**src/rtl/seq_fifo.sv**
```systemverilog
// Circular-buffer FIFO with occupancy count; push when full and pop when empty are dropped.
// DEPTH must be a power of two so the pointers wrap naturally.
module seq_fifo #(
  parameter int unsigned DEPTH = 16,
  parameter int unsigned WIDTH = 8
) (
  input  logic                   clk,
  input  logic                   rst_n,
  input  logic                   push,
  input  logic                   pop,
  input  logic [WIDTH-1:0]       wdata,
  output logic [WIDTH-1:0]       rdata,
  output logic [$clog2(DEPTH):0] level,
  output logic                   full,
  output logic                   empty
);

  localparam int unsigned PTR_W = $clog2(DEPTH);
  localparam int unsigned LVL_W = PTR_W + 1;

  logic [PTR_W-1:0] wr_q, wr_d;
  logic [PTR_W-1:0] rd_q, rd_d;
  logic [LVL_W-1:0] cnt_q, cnt_d;
  logic             full_q, full_d;
  logic             empty_q, empty_d;
  logic [WIDTH-1:0] mem_q [DEPTH];
  logic             push_ok_c;
  logic             pop_ok_c;

  always_comb begin
    push_ok_c = push & ~full_q;
    pop_ok_c  = pop & ~empty_q;
    wr_d      = wr_q;
    rd_d      = rd_q;
    cnt_d     = cnt_q;
    if (push_ok_c) wr_d = wr_q + PTR_W'(1);
    if (pop_ok_c)  rd_d = rd_q + PTR_W'(1);
    case ({push_ok_c, pop_ok_c})
      2'b10:   cnt_d = cnt_q + LVL_W'(1);
      2'b01:   cnt_d = cnt_q - LVL_W'(1);
      default: cnt_d = cnt_q;
    endcase
    full_d  = (cnt_d == LVL_W'(DEPTH));
    empty_d = (cnt_d == '0);
  end

  always_ff @(posedge clk) begin
    if (!rst_n) begin
      wr_q    <= '0;
      rd_q    <= '0;
      cnt_q   <= '0;
      full_q  <= 1'b0;
      empty_q <= 1'b1;
    end else begin
      wr_q    <= wr_d;
      rd_q    <= rd_d;
      cnt_q   <= cnt_d;
      full_q  <= full_d;
      empty_q <= empty_d;
    end
  end

  // Storage carries no reset; validity is tracked by the count.
  always_ff @(posedge clk) begin
    if (push_ok_c) mem_q[wr_q] <= wdata;
  end

  assign rdata = mem_q[rd_q];
  assign level = cnt_q;
  assign full  = full_q;
  assign empty = empty_q;

endmodule

```
**config.mk**
```make
export PLATFORM = sky130hd
export DESIGN_NAME = seq_fifo
export DESIGN_NICKNAME = d
export VERILOG_FILES = /design/src/rtl/seq_fifo.sv
export SDC_FILE = /design/constraint.sdc
export NUM_CORES = 1
export LEC_CHECK = 0
export ABC_AREA = 1
export BUFFER_PORTS_ARGS = -buffer_cell sky130_fd_sc_hd__buf_4
export CAP_MARGIN = 20
export CORE_MARGIN = 5
export CORE_UTILIZATION = 61
export DETAILED_ROUTE_END_ITERATION = 8
export GPL_ROUTABILITY_DRIVEN = 0
export PLACE_DENSITY = 0.79
export SLEW_MARGIN = 20
export SYNTH_ARGS = -nofsm -noshare
export SYNTH_HDL_FRONTEND = slang
export SYNTH_SLANG_ARGS = --single-unit
```
**constraint.sdc**
```tcl
create_clock -name clk -period 1.88 [get_ports clk]
set_input_delay 0.188 -clock clk [delete_from_list [all_inputs] [get_ports clk]]
set_output_delay 0.188 -clock clk [all_outputs]
set_load 0.03 [all_outputs]
```
# Word-level counts from Yosys, hierarchy flattened
# Memory sizes are Yosys's and may differ from the RTL's. A register that Yosys moved wholly into a read port is not among the register bits.
# Cells that the tools add are included.
[word_totals]
regBits = 15
ramBits = 128
out_inout_bits = 15
word_cells = 23
n_memories = 1
[mem_list]
columns = ["name", "words", "width", "rd", "rd_ports_with_merged_regs", "write_ports", "line_no", "source"]
rows = [
  ["mem_q", 16, 8, 1, 1, 1, "26", "logic [WIDTH-1:0] mem_q [DEPTH];"],
]
[op_classes]
n_addsub = 4
eq_ne = 3
n_mux = 5
bitwise = 4
n_reduce_logical = 1
[ops]
columns = ["cell", "count"]
rows = [
  ["$pmux 5 s2", 1],
  ["$add 4x1->4 const B", 2],
  ["$mux 4", 2],
  ["$add 5x1->5 const B", 1],
  ["$eq 5x5->1 const B", 1],
  ["$logic_not 5->1", 1],
  ["$sub 5x1->5 const B", 1],
  ["$and 1x1->1", 2],
  ["$eq 2x1->1 const B", 1],
  ["$eq 2x2->1 const B", 1],
  ["$mux 1", 2],
  ["$not 1->1", 2],
]

# Longest topological paths before layout
# Gate-level depths: netlist of the first run.
[depth]
depth_word = 5
mapped_depth = 17
ltp_nobuf = 17

# Worst setup path before layout of the first run
# OpenSTA, ideal clock, no wires.
[synth_path]
path_kind = "register -> register"
from = "reg full_q (netlist: full)"
to = "reg cnt_q[4] (netlist: level[4])"
setup_ns = 0.110
t_arrival_ns = 1.739
required_ns = 1.770
path_slack_ns = 0.030
stages_incl_launch_ff = 17
path_buffers = 0
period_less_slack_ns = 1.850
cell_sequence = "dfxtp_1 -> inv_2 -> nand2_4 -> nand2_2 -> nand2_1 -> nand2_1 -> inv_2 -> ha_1 -> inv_1 -> nand2_1 -> nand3_2 -> o21ai_2 -> nand3_2 -> nand2_1 -> nand2_2 -> nand2_2 -> inv_1"
[synth_via]
elab_chain_len = 4
elab_cells_between_ends = 5
cone_classes = "eq/ne (2); mux (1); bitwise (2)"
[synth_lines]
columns = ["element", "line_no", "source"]
rows = [
  ["from (decl)", "24", "logic full_q, full_d;"],
  ["from (signal assigned)", "58", "full_q <= full_d;"],
  ["$not 1->1 *", "31", "push_ok_c = push & ~full_q;"],
  ["$and 1x1->1 *", "31", ""],
  ["$eq 2x1->1 or $eq 2x2->1 (tied branches)", "38", "case ({push_ok_c, pop_ok_c})"],
  ["$pmux 5 s2 *", "38", ""],
  ["to (signal assigned)", "57", "cnt_q <= cnt_d;"],
  ["to (decl)", "23", "logic [LVL_W-1:0] cnt_q, cnt_d;"],
]
# Mark *: on every way between the ends. The rest lies on a longest branch, timed or not.
# A chain may end at the register's enable or synchronous reset.

==> results.yml, run 1 <==
timing:
  slew_headroom_pct: 77.04
  maxSlewViolCount: 0
  finalCritPeriodShare_pct: 120.4
  fmaxAchievable_mhz: 441.7
  worstMarginPinSlew_ps: 342.8
  fin_crit_ps: 2264
  tns_ps: -2462
  clock_skew_ps: 10.22
  setup_ws_ps: -384.1
  rsz0062_at_grt: "yes"
  hold_viol_final: 0
  setup_viol_count_final: 8
logic_synthesis:
  syn_area_sq_mm: 0.006188
  ys_warn_count: 0
  synth_cells: 492
  netlist.area_leader.share_pct: 62.11
  yosysSeqAreaShare_pct: 68.26
  yosysTopAreaCell: "edfxtp_1"
  synth_area_leaders: "edfxtp_1 62%, dfxtp_1 6.1%, mux2i_1 5.2%"
  synth_fp_nets: 511
  syn_avg_cell_area_sq_um: 12.58
  synth_cell_types: 30
  ys_ff_latch: 147
route:
  first_pass_iters: 7
  routed_wl_microns: 13760
  drtIter0Drc: 303
  vias: 4108
  drc: 0
  avgRoutedWirePerCell_microns: 19.49
  postRouteAntennaNets: 0
  via_per_inst: 5.819
critical_path:
  rr_endpoint: "full$_SDFF_PN0_"
  cp-endpoint: "rdata[7]"
  setup.worst_path.class: "flip-flop to output pin"
  crit_path_max_fanout: 21
  rrSetupSlack_ps: 120
  critical_path_required_ps: 1690
  r2r_cells: 13
  critPathTopFamily: "buffers and inverters"
  cp_common_cell: "o211ai_1"
  crit_cells: 7
  path_buf_inv: 3
  cp_cell_sequence: "buf_4, clkbuf_16, o21ai_0, o211ai_1, o211ai_1, nand2_1, buf_6"
  rr_startpoint: "empty$_SDFF_PN1_"
  startpoint_type: "flip-flop"
  critPathMaxStageDelay_ps: 390
  endpoint_kind: "output pin"
  cp_slowest_cell: "dfxtp_4"
  cp.arrival_ps: 2080
grt:
  first_global_vias: 3985
  grt_start_max_net_pins: 44
  gr-usage-met3_pct: 4.913
  grtUsageMet1_pct: 28.03
  grt_pass1_wl_microns: 20570
  globalRouteMet2Util_pct: 37.54
  antenna_found_initial: 0
  grt_overflow: 0
  top_usage_layer: "met2"
  grt.total_usage_pct: 22.00
power:
  switching_power_uw: 2451
  power_frac_seq_pct: 44.4
  intPower_uw: 5928
  combPwrFrac_pct: 18.4
  power_density_mw_per_mm2: 1123
  pwr-share-clk_pct: 37.2
  p_sw_share_pct: 29.25
  max-vdd-ir-drop_v: 0.0006879
  p_leak_uw: 0.002716
floorplanning:
  ioPinCount: 27
  coreArea_sq_mm: 0.009819
  dieWidth_microns: 110.7
  start_util_pct: 63.02
  std_cell_rows: 36
  die_h_microns: 110.7
  die_area_sq_mm: 0.01226
final_layout:
  num-nets-final: 579
  finalInstanceArea_sq_mm: 0.007461
  area_growth_pct: 20.56
  final_cell_mix: "128 x edfxtp_1, 58 x inv_1, 52 x buf_4"
  final_common_cell: "edfxtp_1"
  antenna_cells: 0
  drive_gt1_share_pct: 22.16
cts:
  htreeDepth: 4
  clk_path_buf_depth: 2
  clk_pin_slew_worst_paths_ps: 60
  numCtsBuffers: 17
  clock_latency_ps: 520
  cts_tree: "built"
  clock-sinks: 147
  clock-root-buffer: "clkbuf_8"
placement:
  dpl-instance-area_sq_mm: 0.006651
  io_buffers: 26
  hpwlAfterDp_microns: 8485
status:
  status: "finished with violations"
  failed_checks: "setup timing"
run:
  maxCapViolCount: 0
hold_path:
  hold_path_class: "primary input to flip-flop"
[area by class of cell]
cell class / instances / area [sq um]
tap: 133 / 166.4
clock inverter: 15 / 137.6
inverter: 61 / 229.0
timing repair buffer: 72 / 655.6
clock buffer: 17 / 414.1
multi-input combinational: 261 / 1627
fill: 632 / 2359
sequential: 147 / 4232
[worst min path at each step]
stage,endpoint,cells past startpoint,from
2_1_floorplan,mem_q[0][0]$_DFFE_PP_,0,wdata[0]
3_3_place_gp,level[4]$_SDFF_PN0_,3,rst_n
3_5_place_dp,level[4]$_SDFF_PN0_,3,rst_n
4_1_cts,mem_q[5][0]$_DFFE_PP_,1,wdata[0]
5_1_grt,mem_q[6][3]$_DFFE_PP_,1,wdata[3]
6_report,mem_q[1][0]$_DFFE_PP_,1,wdata[0]
[Yosys cell counts]
library cell,number
nand2_1,35
dfxtp_1,19
nand3_1,15
o211ai_1,32
nor2_2,3
inv_1,58
clkinv_1,1
nor2_4,1
nand2_2,6
clkbuf_1,12
buf_1,1
buf_2,5
nor2_1,27
buf_8,2
nand3_2,6
xor2_1,1
a21oi_1,41
nand4_2,1
o21bai_2,1
nor3_1,3
and3_1,1
inv_2,2
nand2_4,1
o21ai_2,1
o21ai_1,4
buf_6,3
ha_1,7
edfxtp_1,128
o21ai_0,43
mux2i_1,32
[worst reg2reg max path: stages, from the launching register on]
cell and delay, ps:
dfxtp_2 330, nor2_4 160, buf_4 190, ha_1 170, nand2_1 90, nand2_2 110
nand3_4 100, nor2_4 130, nand2_2 80, nand3_2 70, nand2_1 60, nand2_2 80
nand2_2 60, nor2_2 70
[power groups by stage]
stage               Sequential (uW)  Clock [uW]  Combinational (uW)
floorplan                      3810           0                 891
global placement               3770           0                1310
detailed placement             3780           0                1340
CTS                            3710        3140                1390
global route                   3730        3310                1650
finish                         3720        3120                1540
[cell families after synthesis]
group,count (synthesis),synth area share [%]
XOR/XNOR,1,0.1416
adder cells (fa/ha/maj),7,1.415
flip-flops,147,68.26
multiplexers,32,5.176
AND/OR/NAND/NOR,99,7.764
buffers and inverters,84,5.924
AO/OA/AOI/OAI,122,11.32
[state kept, by name, summed over array words and instances (netlist names), named ones only]
name,count
mem_q,128
full,1
wr_q,4
level,5
rd_q,4
empty,1
[layer usage]
layer  vias to the layer above  share of wire (%)  routed length [microns]
li1                       1907                  -                        -
met1                      1989                 39                     5336
met2                       186                 52                     7118
met3                        26                7.1                      977
met4                         0                2.4                      325
met5                         -                  0                        0
[repair_timing]
item / 4_1_cts / 5_1_grt
buffers inserted: 0 / 9
endpoints found under the setup margin: 8 / 11
endpoints found under the hold margin: 70 / 0
resized for setup: 10 / 19
pin swaps: 1 / 12
cloned: 0 / 2
hold buffers: 7 / 0
[stage by stage]
step	instances	hold WS [ps]	power, uW	utilization, %	setup slack (ps)
after detailed placement	656	471.9	5121	67.74	62.91
after CTS	695	1.349	8242	74.27	-317.2
final	706	7.369	8378	75.98	-384.1
after floorplan	492	286.9	4704	-	30.36
after global routing	706	1.219	8699	75.98	-462.1
after global placement	656	466.2	5075	67.74	159.8
No activity file was read; power rests on OpenSTA's default activity.
==> inputs of run 2 (changes only) <==
Settings changed: CORE_UTILIZATION 61 to 63, CTS_BUF_LIST from default to sky130_fd_sc_hd__clkbuf_4 sky130_fd_sc_hd__clkbuf_8, PLACE_DENSITY 0.79 to 0.81.
==> run 2 against run 1 <==
The run still ends with setup timing left. Cell count fell by 1.1%. Clock-buffer cell count is 2 higher. Total power shrank 5.1%. Combinational power rose by 7%. Critical path depth rose by 1. Register-to-register slack barely moved. Flip-flop and latch count is the same. Worst setup slack gained 140 ps. Largest power group unchanged. Sequential share of layout area is 0.59 points higher. First-iteration DRC count grew 69%. Maximum frequency is 6.7% higher. Global-route usage rose by 1.8 points.
==> results.yml, run 2 (synthesis gave the netlist of run 1 again) <==
status:
  status: "finished with violations"
  failed_checks: "setup timing"
floorplanning:
  die_h_microns: 109.1
  dieWidth_microns: 109.1
  ioPinCount: 27
  start_util_pct: 63.90
  std_cell_rows: 36
  die_area_sq_mm: 0.01191
  coreArea_sq_mm: 0.009684
cts:
  clk_path_buf_depth: 2
  numCtsBuffers: 17
  clk_pin_slew_worst_paths_ps: 70
  clock-root-buffer: "clkbuf_8"
  htreeDepth: 4
  clock_latency_ps: 450
  cts_tree: "built"
  clock-sinks: 147
  cts_hold_buf: 0
timing:
  finalCritPeriodShare_pct: 112.8
  slew_headroom_pct: 74.59
  maxSlewViolCount: 0
  fin_crit_ps: 2121
  clock_skew_ps: 6.957
  hold_viol_final: 0
  holdWs_ps: 18.56
  worstMarginPinSlew_ps: 380.8
  setup_ws_ps: -241.5
  rsz0062_at_grt: "yes"
  tns_ps: -1539
  setup_viol_count_final: 8
  fmaxAchievable_mhz: 471.4
grt:
  grt_pass1_wl_microns: 20530
  grt_overflow: 0
  grt_start_max_net_pins: 38
  first_global_vias: 4051
  antenna_found_initial: 0
  grt.total_usage_pct: 23.77
final_layout:
  final_common_cell: "edfxtp_1"
  drive_gt1_share_pct: 24.42
  largest-register: "mem_q"
  num-nets-final: 571
  antenna_cells: 0
  largest_reg_flops: 128
  area_growth_pct: 19.29
  final_cell_mix: "128 x edfxtp_1, 58 x inv_1, 48 x buf_4"
  stdcell_count: 698
power:
  power_density_mw_per_mm2: 1077
  combPwrFrac_pct: 20.7
  p_sw_share_pct: 27.59
  max-vdd-ir-drop_v: 0.0007119
  total_power_uw: 7954
  intPower_uw: 5759
  switching_power_uw: 2195
  pwr-share-clk_pct: 32.6
  p_leak_uw: 0.002661
  power_frac_seq_pct: 46.7
placement:
  hpwlAfterDp_microns: 7965
  place_ws_ps: 23.77
  io_buffers: 26
  dp_cells: 652
route:
  routed_wl_microns: 13760
  via_per_inst: 5.864
  vias: 4093
  postRouteAntennaNets: 0
  first_pass_iters: 5
  avgRoutedWirePerCell_microns: 19.72
  drtIter0Drc: 511
  drc: 0
critical_path:
  critical_path_required_ps: 1690
  setup.worst_path.class: "flip-flop to output pin"
  crit_path_max_fanout: 6
  cp.arrival_ps: 1930
  endpoint_kind: "output pin"
  startpoint_type: "flip-flop"
hold_path:
  hold_path_class: "primary input to flip-flop"
run:
  maxCapViolCount: 0
==> run 2: changes by cell type in the layout (fill, tap and decap cells not counted), moves of 7 or more <==
| cell | previous run | this run |
|---|---|---|
| dlygate4sd3_1 | 7 | 0 |
| o21ai_1 | 11 | 19 |
| clkbuf_16 | 18 | 2 |
| a21oi_1 | 41 | 34 |
| clkbuf_8 | 1 | 17 |
| a21oi_2 | 0 | 7 |
| o21ai_0 | 34 | 26 |
==> run 2: per-layer routing <==
metal / vias up / track usage (%) / share of wire, %
met1: 1989 / 28.79 / 38
met4: 0 / 10.19 / 2.8
li1: 1883 / - / -
met5: - / 0 / 0
met2: 174 / 40.35 / 53
met3: 47 / 6.157 / 6.6
==> run 2: final timing paths <==
| check | from | to | slack [ps] | depth (start not counted) |
|---|---|---|---|---|
| worst max-delay path | flip-flop | rdata[2] | -240 | 8 |
| worst min-delay path | rst_n | level[4]$_SDFF_PN0_ | 20 | 3 |
| worst max register to register | empty$_SDFF_PN1_ | empty$_SDFF_PN1_ | 110 | 11 |
| worst min register to register | wr_q[2]$_SDFFE_PN0P_ | wr_q[2]$_SDFFE_PN0P_ | 520 | 2 |
==> run 2: area by class of cell <==
class                      count  area, sq um
sequential                   147         4230
fill                         598         2302
multi-input combinational    261         1690
timing repair buffer          64        651.9
clock buffer                  19        249.0
inverter                      61        229.0
tap                          133        166.4
clock inverter                13        165.2
==> run 2: worst max-delay path, stage by stage, from the launching register on <==
cell and delay (ps):
dfxtp_4 390, buf_12 160, buf_16 140, a21oi_1 190, o21ai_1 110, o211ai_1 100
nand3_1 130, nand2_2 120, buf_6 130
==> run 2: what timing repair did <==
action                     4_1_cts  5_1_grt
setup endpoints to repair        8       11
buffers inserted                 3        6
pin swaps                        1       12
gates resized for setup         30       22
cloned                           3        2
==> run 2: power groups by stage <==
stage / logic (uW) / registers, uW / clock network (uW)
after CTS: 1510 / 3710 / 2580
after detailed placement: 1320 / 3790 / 0
final: 1650 / 3710 / 2590
after floorplan: 891 / 3810 / 0
after global placement: 1270 / 3780 / 0
after global routing: 1770 / 3720 / 2770
==> run 2: per-stage QoR <==
stage | utilization, % | cell area [sq um]
6_report | 76.23 | 7382
5_1_grt | 76.23 | 7382
4_1_cts | 74.56 | 7221
3_5_place_dp | 68.50 | 6634
3_3_place_gp | 68.50 | 6634
2_1_floorplan | - | 6188
==> inputs of run 3 (changes only) <==
Settings changed: ABC_AREA 1 to default, CORE_UTILIZATION 63 to 45, PLACE_DENSITY 0.81 to default.
==> run 3 against run 2 <==
The flow still finishes with violations (setup timing). Wire length decreased by 9.8%. Die area increased by 30%. Area after synthesis decreased by 4.5%. Flip-flop and latch count unchanged. Combinational power increased by 5%. Global-route usage decreased by 7.2 points. Clock-buffer cell count decreased by 2. Sequential power increased by 2%. Worst setup slack got worse by 330 ps. Largest cell class unchanged. Largest power group unchanged.
==> results.yml, run 3 <==
route:
  drtIter0Drc: 261
  drc: 0
  vias: 3026
  via_per_inst: 5.394
  routed_wl_microns: 12420
  first_pass_iters: 4
  avgRoutedWirePerCell_microns: 22.13
  postRouteAntennaNets: 0
logic_synthesis:
  yosys_most_used_dff: "edfxtp_1"
  yosysMostFrequentCell: "edfxtp_1"
  ys_ff_latch: 147
  ys_warn_count: 0
  yosysTopAreaCell: "edfxtp_1"
  postSynth.asyncResetShare_pct: 0
  synth_fp_nets: 320
  syn_avg_cell_area_sq_um: 19.64
  synth_edf_count: 128
  syn_area_sq_mm: 0.005911
  synth_cell_types: 41
  netlist.area_leader.share_pct: 65.03
  synth_cells: 301
  synth_commonest_cells: "128 x edfxtp_1, 24 x mux4_1, 24 x nor2_1"
  yosysSeqAreaShare_pct: 71.46
  synth_area_leaders: "edfxtp_1 65%, mux4_1 11%, dfxtp_1 6.4%"
timing:
  clock_skew_ps: 11.02
  hold_viol_final: 0
  worstMarginPinSlew_ps: 516.1
  finalCritPeriodShare_pct: 130.3
  setup_ws_ps: -569.0
  maxSlewViolCount: 0
  rsz0062_at_grt: "yes"
  holdWs_ps: 55.63
  slew_headroom_pct: 65.56
  setup_viol_count_final: 11
  fmaxAchievable_mhz: 408.3
  tns_ps: -4572
  fin_crit_ps: 2449
hold_path:
  min_from: "wdata[1]"
  hold_path_class: "primary input to flip-flop"
grt:
  grt_pass1_wl_microns: 18750
  first_global_vias: 3212
  grt_overflow: 0
  antenna_found_initial: 0
  grt.total_usage_pct: 16.54
  grt_start_max_net_pins: 33
power:
  power_density_mw_per_mm2: 1157
  p_leak_uw: 0.002434
  max-vdd-ir-drop_v: 0.0007400
floorplanning:
  ioPinCount: 27
  die_h_microns: 124.6
  coreArea_sq_mm: 0.01277
  dieWidth_microns: 124.6
  die_area_sq_mm: 0.01553
  start_util_pct: 46.27
  std_cell_rows: 41
critical_path:
  crit_path_max_fanout: 7
  cp_common_cell: "mux4_2"
  cp_cell_sequence: "buf_16, mux4_2, mux4_2, buf_6"
  rr_startpoint: "empty$_SDFF_PN1_"
  setup.worst_path.class: "flip-flop to output pin"
  endpoint_kind: "output pin"
  critical_path_required_ps: 1690
  cp.arrival_ps: 2260
  startpoint_type: "flip-flop"
  cp_slowest_cell: "mux4_2"
  critPathMaxStageDelay_ps: 530
final_layout:
  largest_reg_flops: 128
  area_growth_pct: 22.48
  largest-register: "mem_q"
  stdcell_count: 561
  drive_gt1_share_pct: 40.87
  final_common_cell: "edfxtp_1"
  final_cell_mix: "128 x edfxtp_1, 52 x buf_4, 36 x mux4_2"
  antenna_cells: 0
  num-nets-final: 395
cts:
  numCtsBuffers: 17
  htreeDepth: 4
  clock-root-buffer: "clkbuf_8"
  clk_path_buf_depth: 2
  cts_tree: "built"
  clock_latency_ps: 440
  clock-sinks: 147
  clk_pin_slew_worst_paths_ps: 80
placement:
  dp_cells: 521
  hpwlAfterDp_microns: 7768
  io_buffers: 26
status:
  status: "finished with violations"
  failed_checks: "setup timing"
run:
  maxCapViolCount: 0
-- run 3: worst paths after layout --
path	cells past startpoint	slack (ps)	endpoint
hold / removal	1	60	mem_q[6][1]$_DFFE_PP_
setup / recovery	4	-570	rdata[6]
hold reg to reg	2	510	flip-flop
setup reg to reg	11	-60	level[4]$_SDFF_PN0_
-- run 3: what timing repair did --
item / in CTS / in global routing
hold buffers: 1 / 0
gates cloned: 1 / 1
pin swaps: 4 / 6
setup endpoints to repair: 11 / 11
buffers inserted: 2 / 3
hold endpoints to repair: 3 / 0
resized for setup: 29 / 29
-- run 3: cells by family (layout without fill, tap and decap cells) --
group	count (synthesis)	after routing	share of synthesized area [%]
muxes	41	41	16.93
AOI/OAI and AO/OA	17	17	1.799
buffers and inverters	20	108	2.074
and+or+nand+nor	60	60	4.911
adders and majority gates	7	7	1.482
xor gates and xnor gates	9	9	1.334
DFF	147	147	71.46
-- run 3: through the flow --
stage | power, uW | instance area (sq um) | utilization, % | worst slack [ps]
after floorplan | 4803 | 5951 | - | -35.26
after global routing | 8711 | 7239 | 56.68 | -631.3
final | 8380 | 7239 | 56.68 | -569.0
after detailed placement | 5237 | 6554 | 51.31 | -205.5
after global placement | 5213 | 6554 | 51.31 | -158.1
after CTS | 8246 | 7132 | 55.83 | -598.4
-- run 3: critical path, delay by kind of cell (launching register included) --
family	cells	cell delay [ps]
multiplexers	2	1040
flip-flops	1	460
buffers and inverters	2	320
-- run 3: area by class of cell --
cell class,instances,area (sq um)
fillers,998,5534
clock inverters,15,237.7
repair buffers,69,640.6
flip-flops and latches,147,4233
clock buffers,17,234.0
well taps,172,215.2
multi-input cells,134,1648
inverters,7,31.28
-- run 3: layer usage --
metal	track usage, %	vias up	share of wire, %
li1	-	1352	-
met5	0	-	0
met1	22.96	1578	46
met2	25.35	83	48
met4	6.190	0	1.2
met3	4.202	13	5.4
-- run 3: power breakdown --
group | total [uW] | leakage, uW | internal, uW | switching [uW]
clock network | 2850 | 0.000225 | 1700 | 1150
logic | 1740 | 0.000896 | 917 | 821
registers | 3790 | 0.00131 | 3670 | 122
total | 8380 | 0.00243 | 6290 | 2090
